--- src/rtl/ls132r_rr_arbiter_8.sv ---
// ls132r_rr_arbiter_8: round-robin arbiter sharing one resource among 8 requesters.
// A rotating pointer sets priority. Owners may lock the grant for bursts, but only up to
// MAX_HOLD cycles while someone else is waiting. All outputs come straight from flops.
module ls132r_rr_arbiter_8 #(
  parameter int MAX_HOLD = 16,
  parameter int HOLD_W   = 5
) (
  input  logic       clock,
  input  logic       resetn,
  input  logic [7:0] req,
  input  logic [7:0] lock,
  output logic [7:0] gnt,
  output logic [2:0] gnt_id,
  output logic       gnt_valid
);

  typedef enum logic {
    IDLE = 1'b0,
    BUSY = 1'b1
  } state_t;

  localparam logic [HOLD_W-1:0] HOLD_LAST = HOLD_W'(MAX_HOLD - 1);

  state_t            state_q, state_d;
  logic [2:0]        ptr_q, ptr_d;
  logic [7:0]        gnt_q, gnt_d;
  logic [2:0]        gnt_id_q, gnt_id_d;
  logic              gnt_valid_q, gnt_valid_d;
  logic [HOLD_W-1:0] hold_cnt_q, hold_cnt_d;

  logic [7:0]        masked;
  logic              masked_any;
  logic [2:0]        masked_idx;
  logic [2:0]        req_idx;
  logic              win_valid;
  logic [2:0]        win_idx;
  logic              others;
  logic              keep;

  // Search for a winner: lowest request at or above ptr, else wrap to the lowest request overall.
  always_comb begin
    masked     = req & (8'hFF << ptr_q);
    masked_any = |masked;
    masked_idx = 3'd0;
    req_idx    = 3'd0;
    for (int i = 7; i >= 0; i--) begin
      if (masked[i]) masked_idx = 3'(i);
      if (req[i])    req_idx    = 3'(i);
    end
    win_valid = |req;
    win_idx   = masked_any ? masked_idx : req_idx;
  end

  // Next-state logic: keep a locked owner, or re-arbitrate and hand over on the same edge.
  always_comb begin
    state_d     = state_q;
    ptr_d       = ptr_q;
    gnt_d       = gnt_q;
    gnt_id_d    = gnt_id_q;
    hold_cnt_d  = hold_cnt_q;
    others      = |(req & ~gnt_q);
    keep        = 1'b0;

    case (state_q)
      IDLE: begin
        if (win_valid) begin
          state_d    = BUSY;
          gnt_d      = 8'h01 << win_idx;
          gnt_id_d   = win_idx;
          ptr_d      = win_idx + 3'd1;
          hold_cnt_d = '0;
        end
      end
      BUSY: begin
        keep = req[gnt_id_q] & lock[gnt_id_q] & ~((hold_cnt_q == HOLD_LAST) & others);
        if (keep) begin
          if (hold_cnt_q != HOLD_LAST) hold_cnt_d = hold_cnt_q + 1'b1;
        end else if (win_valid) begin
          gnt_d      = 8'h01 << win_idx;
          gnt_id_d   = win_idx;
          ptr_d      = win_idx + 3'd1;
          hold_cnt_d = '0;
        end else begin
          state_d    = IDLE;
          gnt_d      = 8'h00;
          hold_cnt_d = '0;
        end
      end
      default: begin
        state_d = IDLE;
        gnt_d   = 8'h00;
      end
    endcase

    gnt_valid_d = |gnt_d;
  end

  // State and output registers; an asynchronous reset clears the outputs immediately.
  always_ff @(posedge clock or negedge resetn) begin
    if (!resetn) begin
      state_q     <= IDLE;
      ptr_q       <= 3'd0;
      gnt_q       <= 8'h00;
      gnt_id_q    <= 3'd0;
      gnt_valid_q <= 1'b0;
      hold_cnt_q  <= '0;
    end else begin
      state_q     <= state_d;
      ptr_q       <= ptr_d;
      gnt_q       <= gnt_d;
      gnt_id_q    <= gnt_id_d;
      gnt_valid_q <= gnt_valid_d;
      hold_cnt_q  <= hold_cnt_d;
    end
  end

  assign gnt       = gnt_q;
  assign gnt_id    = gnt_id_q;
  assign gnt_valid = gnt_valid_q;

endmodule

--- config.mk ---
export PLATFORM = sky130hd
export DESIGN_NAME = ls132r_rr_arbiter_8
export DESIGN_NICKNAME = d
export VERILOG_FILES = /design/src/rtl/ls132r_rr_arbiter_8.sv
export SDC_FILE = /design/constraint.sdc
export NUM_CORES = 1
export LEC_CHECK = 0
export BUFFER_PORTS_ARGS = -buffer_cell sky130_fd_sc_hd__buf_2
export CAP_MARGIN = 20
export CORE_MARGIN = 2
export CORE_UTILIZATION = 48
export DETAILED_ROUTE_END_ITERATION = 16
export HOLD_SLACK_MARGIN = 0.02
export PLACE_DENSITY = 0.72
export SYNTH_ARGS = -nofsm -noshare
export SYNTH_HDL_FRONTEND = slang
export SYNTH_SLANG_ARGS = --single-unit
--- constraint.sdc ---
create_clock -name clock -period 2.8 [get_ports clock]
set_clock_uncertainty 0.1 [all_clocks]
set_input_delay 0.56 -clock clock [delete_from_list [all_inputs] [get_ports clock]]
set_output_delay 0.56 -clock clock [all_outputs]
set_load 0.02 [all_outputs]
* Word level (Yosys, flattened, before mapping)
Cells that the tools add are included.
** Word-level totals
- Bits in registers :: 21
- Latch bits :: 0
- Memory bits (writable) :: 0
- Memory bits (read-only) :: 0
- Bits of input ports :: 18
- Output and inout port bits :: 12
- Logic and storage cells :: 67
- Memories kept :: 0
** Operators by class
- $add $sub $neg :: 2
- Multiply operators :: 0
- Divide/modulo/power cells :: 0
- $lt $le $gt $ge :: 1
- Equality and inequality tests :: 5
- Shifts and indexed selects :: 2
- Muxes and demuxes :: 38
- Bitwise operators :: 8
- Reductions and logical operators :: 5
** Operator list (count)
- two-way mux 3 bit :: 21
- OR reduction 8 bit :: 4
- two-way mux 8 bit :: 3
- bitwise AND 8 bit :: 2
- case mux 8 bit (2 select lines) :: 1
- two-way mux 5 bit :: 3
- case mux 3 bit (2 select lines) :: 2
- case mux 5 bit (2 select lines) :: 1
- NOT 8 bit :: 1
- << shifter 1 x 3 -> 8 bit (first input constant) :: 1
- << shifter 8 x 3 -> 8 bit (first input constant) :: 1
- binary-select mux 1 bit (select 3 bit) :: 2
- adder 5 x 1 -> 5 bit (second input constant) :: 1
- == test 5 x 4 -> 1 bit (second input constant) :: 1
- inequality test 5 x 4 -> 1 bit (second input constant) :: 1
- < comparator 3 x 4 -> 1 bit (second input constant) :: 1
- two-way mux 1 bit :: 4
- inequality test 2 bit (second input constant) :: 2
- adder 3 x 1 -> 3 bit (second input constant) :: 1
- bitwise AND 1 bit :: 3
- inequality test 3 x 2 -> 1 bit (second input constant) :: 1
- NOT 1 bit :: 2
- case mux 1 bit (2 select lines) :: 1
- AND reduction 2 bit :: 1

* Depth between registers and ports, before layout
- Depth after elaboration :: 16
- Mapped depth :: 10
- Gate-level depth less buffers :: 10

* Worst setup path before layout
Ideal clock, no wire load.
- Path kind :: input to register
- From :: input req[4]
- To :: register gnt_valid_q (netlist: gnt_valid)
- Setup time :: 130 ps
- Arrival time :: 2437 ps
- Data required time :: 2570 ps
- Slack :: 133 ps
- Cell stages on the path :: 9
- Path buffers :: 0
- Cell sequence :: o311a_2 o31ai_1 nand2_1 a21boi_0 inv_1 ha_1 or3_1 o31ai_1 o2bb2ai_1
** Between the ends
- Cells in the longest elaborated chain, start to end :: 12
- Elaborated cells on any way between the ends :: 28
- Those cells by class :: 1 x shift; 17 x mux; 6 x bitwise; 4 x reduce/logical
** Ends and longest elaborated chain
- start: declaration :: line 10 : input logic [7:0] req,
- bitwise AND 8 bit :: line 42 : masked = req & (8'hFF << ptr_q);
- two-way mux 3 bit (5 in series) :: line 47 : if (masked[i]) masked_idx = 3'(i);
- two-way mux 3 bit (*) :: line 51 : win_idx = masked_any ? masked_idx : req_idx;
- named net win_idx[1] :: line 36 : logic [2:0] win_idx;
- << shifter 1 x 3 -> 8 bit (*) :: line 68, 79
- two-way mux 8 bit :: line 78 : end else if (win_valid) begin
- two-way mux 8 bit :: line 76 : if (keep) begin
- case mux 8 bit (2 select lines) (*) :: line 64 : case (state_q)
- OR reduction 8 bit (*) :: line 95 : gnt_valid_d = |gnt_d;
- named net gnt_valid_d :: line 28 : logic gnt_valid_q, gnt_valid_d;
- end signal: assignment :: line 112 : gnt_valid_q <= gnt_valid_d;
- end: declaration :: line 28
Mark *: on every way through the listed nets, which the timed path passes. The rest lies on a longest branch. The select of a mux whose other input is x is not followed.
A chain may end at the register's enable or synchronous reset.

* Worst setup path after layout
- From :: register ptr_q[0]
- To :: register gnt_valid_q (netlist: gnt_valid)
** Between the ends
- Cells in the longest elaborated chain, start to end :: 16
- Elaborated cells on any way between the ends :: 18
- Those cells by class :: 2 x shift; 13 x mux; 1 x bitwise; 2 x reduce/logical
** Ends and longest elaborated chain
- start: declaration :: line 25 : logic [2:0] ptr_q, ptr_d;
- start signal: assignment :: line 109 : ptr_q <= ptr_d;
- << shifter 8 x 3 -> 8 bit (*) :: line 42
- bitwise AND 8 bit (*) :: line 42
- two-way mux 3 bit (8 in series) :: line 47
- two-way mux 3 bit (*) :: line 51
- named net win_idx[0] :: line 36
- << shifter 1 x 3 -> 8 bit (*) :: line 68, 79
- two-way mux 8 bit :: line 78
- two-way mux 8 bit :: line 76
- case mux 8 bit (2 select lines) (*) :: line 64
- OR reduction 8 bit (*) :: line 95
- named net gnt_valid_d :: line 28
Mark *: on every way through the listed nets, which the timed path passes. The rest lies on a longest branch.

==> impl_metrics.json <==
{
  "syn_inst": 143,
  "dp_hpwl_mm": 2.64,
  "fmax_mhz": 388,
  "grt_pass1_vias": 1236,
  "start_kind": "flop",
  "cts_tree": "done",
  "row_count": 19,
  "synth_nets": 169,
  "met3_usage": 0.0300,
  "ios": 30,
  "total_leakage_power_uw": 0.000852,
  "powerDensity_nw_per_um2": 1080,
  "hold_path.class": "input port to asynchronous set/reset pin",
  "cpPeakStageDelay_ns": 0.48,
  "synthDistinctLibCells": 44,
  "fill_cells": 245,
  "cts_setup_buffers": 0,
  "grt_setup_unrepaired": "no",
  "initial_core_util": 0.495,
  "use_met1": 0.295,
  "slew_headroom": 0.644,
  "cp.buffers_inverters": 1,
  "syn_to_final_growth_pct": 22.8,
  "grt.met2_usage": 0.355,
  "worstSetupPathType": "flop to flop",
  "post_drt_via_cell_ratio": 6.03,
  "totalWireLength_mm": 3.27,
  "finalHoldViolCount": 0,
  "routedWlPerCell_um": 14.9,
  "critPathSlowestCell": "dfrtp_1",
  "track_usage": 0.216,
  "synthTopCellsByCount": "dfrtp_1, inv_1, nand2_1",
  "worst_pin_slew_ns": 0.525,
  "portBuffers": 29,
  "cp.required_ns": 2.89,
  "root_buffer": "clkbuf_4",
  "yosys.area.top_type": "dfrtp_1",
  "instances_no_fill": 219,
  "antennaDiodeCount": 0,
  "clk_transition_reported_paths_ns": 0.12,
  "fin_total_pwr_uw": 1780,
  "h-tree-depth": 1,
  "critical_path.top_delay_family": "compound AO/OA/AOI/OAI gates",
  "dp_cells": 215,
  "antenna_found_initial": 0,
  "end_kind": "flop",
  "synth-seq-area-share": 0.391,
  "grt_max_degree": 22,
  "drt-pass1-iter-count": 5,
  "cts_made_buffers": 3,
  "synth_area_leaders": "dfrtp_1, ha_1, a22o_1",
  "cp_max_fo": 6,
  "die_height_um": 56.9,
  "final_util": 0.608,
  "clock_sinks": 21,
  "die_width_um": 56.9,
  "crit_arrival_ns": 2.66,
  "path_cells": "a21boi_0, o21ai_1, nand2_1, o32ai_1, inv_1, ha_1, or3_1, o31ai_1, o2bb2ai_1",
  "gp_congestion": 0.880,
  "yosysWarnings": 0,
  "postSynthRegisterBits": 21,
  "busiest_layer": "met2",
  "status": "completed",
  "drtIter0Drc": 52,
  "syn-mean-instance-area_um2": 9.39,
  "clk_latency_ns": 0.30,
  "clk_path_buf_depth": 2,
  "synth_top_flop_cell": "dfrtp_1",
  "vias": 1321,
  "synth-edff-count": 0,
  "drc_errors": 0,
  "drv_slew": 0,
  "core-area_um2": 2710,
  "grt_pass1_wl_mm": 5.58,
  "nets": 215,
  "overflow": 0,
  "setup_viol": 0,
  "min_period_over_period": 0.921,
  "synth_area_um2": 1340,
  "ant_nets": 0,
  "peakVddDrop_uv": 920,
  "die_area_um2": 3240,
  "fin_tns_setup_ns": 0,
  "hold_ws_ns": 0.0830,
  "cap_violations": 0,
  "yosysMostFrequentCell": "dfrtp_1",
  "async_flop_share": 1.00,
  "min_period_ns": 2.58,
  "synth_top_area_frac": 0.391,
  "drive_above_1_share": 0.319
}
-- worst register-to-register path, delay by kind of cell (launching register included) --
family / cells / cell delay (ns)
adder cells (fa/ha/maj): 1 / 0.21
AND/OR/NAND/NOR: 2 / 0.46
flip-flops: 1 / 0.48
buffers and inverters: 1 / 0.12
AO/OA/AOI/OAI: 5 / 1.10
-- state kept, by name (all words and copies together), names as in the netlist --
register    count
hold_cnt_q      5
gnt_valid       1
state_q         1
ptr_q           3
gnt             8
gnt_id          3
-- routing by layer --
metal  up-vias  part of all wire
met3        12             0.060
met5         -                 0
met1       616              0.47
met4         0             0.012
met2        61              0.46
li1        632                 -
-- layout by cell type, fill, tap and decap left out, drive strengths merged, types with 6 or more instances in the layout --
| master | instances |
|---|---|
| nand3 | 6 |
| a21oi | 8 |
| a22o | 8 |
| nand2 | 10 |
| inv | 19 |
| o22ai | 8 |
| dfrtp | 21 |
| o21ai | 7 |
| buf | 42 |
| ha | 8 |
-- what timing repair did --
item,4_1_cts,5_1_grt
gates resized for setup,0,2
endpoints found under the hold margin,0,0
setup endpoints to repair,0,1
hold buffers,0,0
-- path summary, 6_finish.rpt --
check | from | endpoint | slack, ns | depth (start not counted)
worst max-delay path | ptr_q[0]$_DFFE_PN0P_ | gnt_valid$_DFF_PN0_ | 0.22 | 9
worst min-delay path | resetn | gnt[4]$_DFF_PN0_ | 0.08 | 1
worst max register to register | ptr_q[0]$_DFFE_PN0P_ | gnt_valid$_DFF_PN0_ | 0.22 | 9
worst min register to register | hold_cnt_q[0]$_DFFE_PN0P_ | hold_cnt_q[0]$_DFFE_PN0P_ | 0.42 | 1
max in group asynchronous | resetn | ptr_q[1]$_DFFE_PN0P_ | 2.18 | 1
min in group clock | hold_cnt_q[0]$_DFFE_PN0P_ | hold_cnt_q[0]$_DFFE_PN0P_ | 0.42 | 1
-- power by group --
group | switching, µW | internal [µW] | total (µW)
logic | 594 | 509 | 1100
clock network | 92.4 | 53.2 | 146
registers | 125 | 412 | 536
total | 811 | 974 | 1780
-- through the flow --
stage	cell area, µm²	worst slack (ns)
after CTS	1650	0.183
after global placement	1620	0.0450
after detailed placement	1620	0.0239
after global routing	1650	0.0470
final	1650	0.222
after floorplan	1340	0.133
-- final cells by class --
type / instances / area, µm² / area share
multi-input combinational: 101 / 737 / 0.447
sequential: 21 / 527 / 0.319
timing repair buffer: 42 / 243 / 0.147
inverter: 20 / 76.3 / 0.0463
tap: 31 / 38.8 / 0.0235
clock buffer: 3 / 22.5 / 0.0137
clock inverter: 1 / 5.00 / 0.00303
-- cells by family (layout without fill, tap and decap cells) --
group / after synthesis / in the layout / synth area share
mux: 5 / 5 / 0.0401
buf+inv: 21 / 66 / 0.0596
flops: 21 / 21 / 0.391
compound gates: 49 / 49 / 0.258
fa+ha+maj: 8 / 8 / 0.0746
simple gates: 39 / 39 / 0.176
Note: power is estimated with default switching activity, not from simulation.
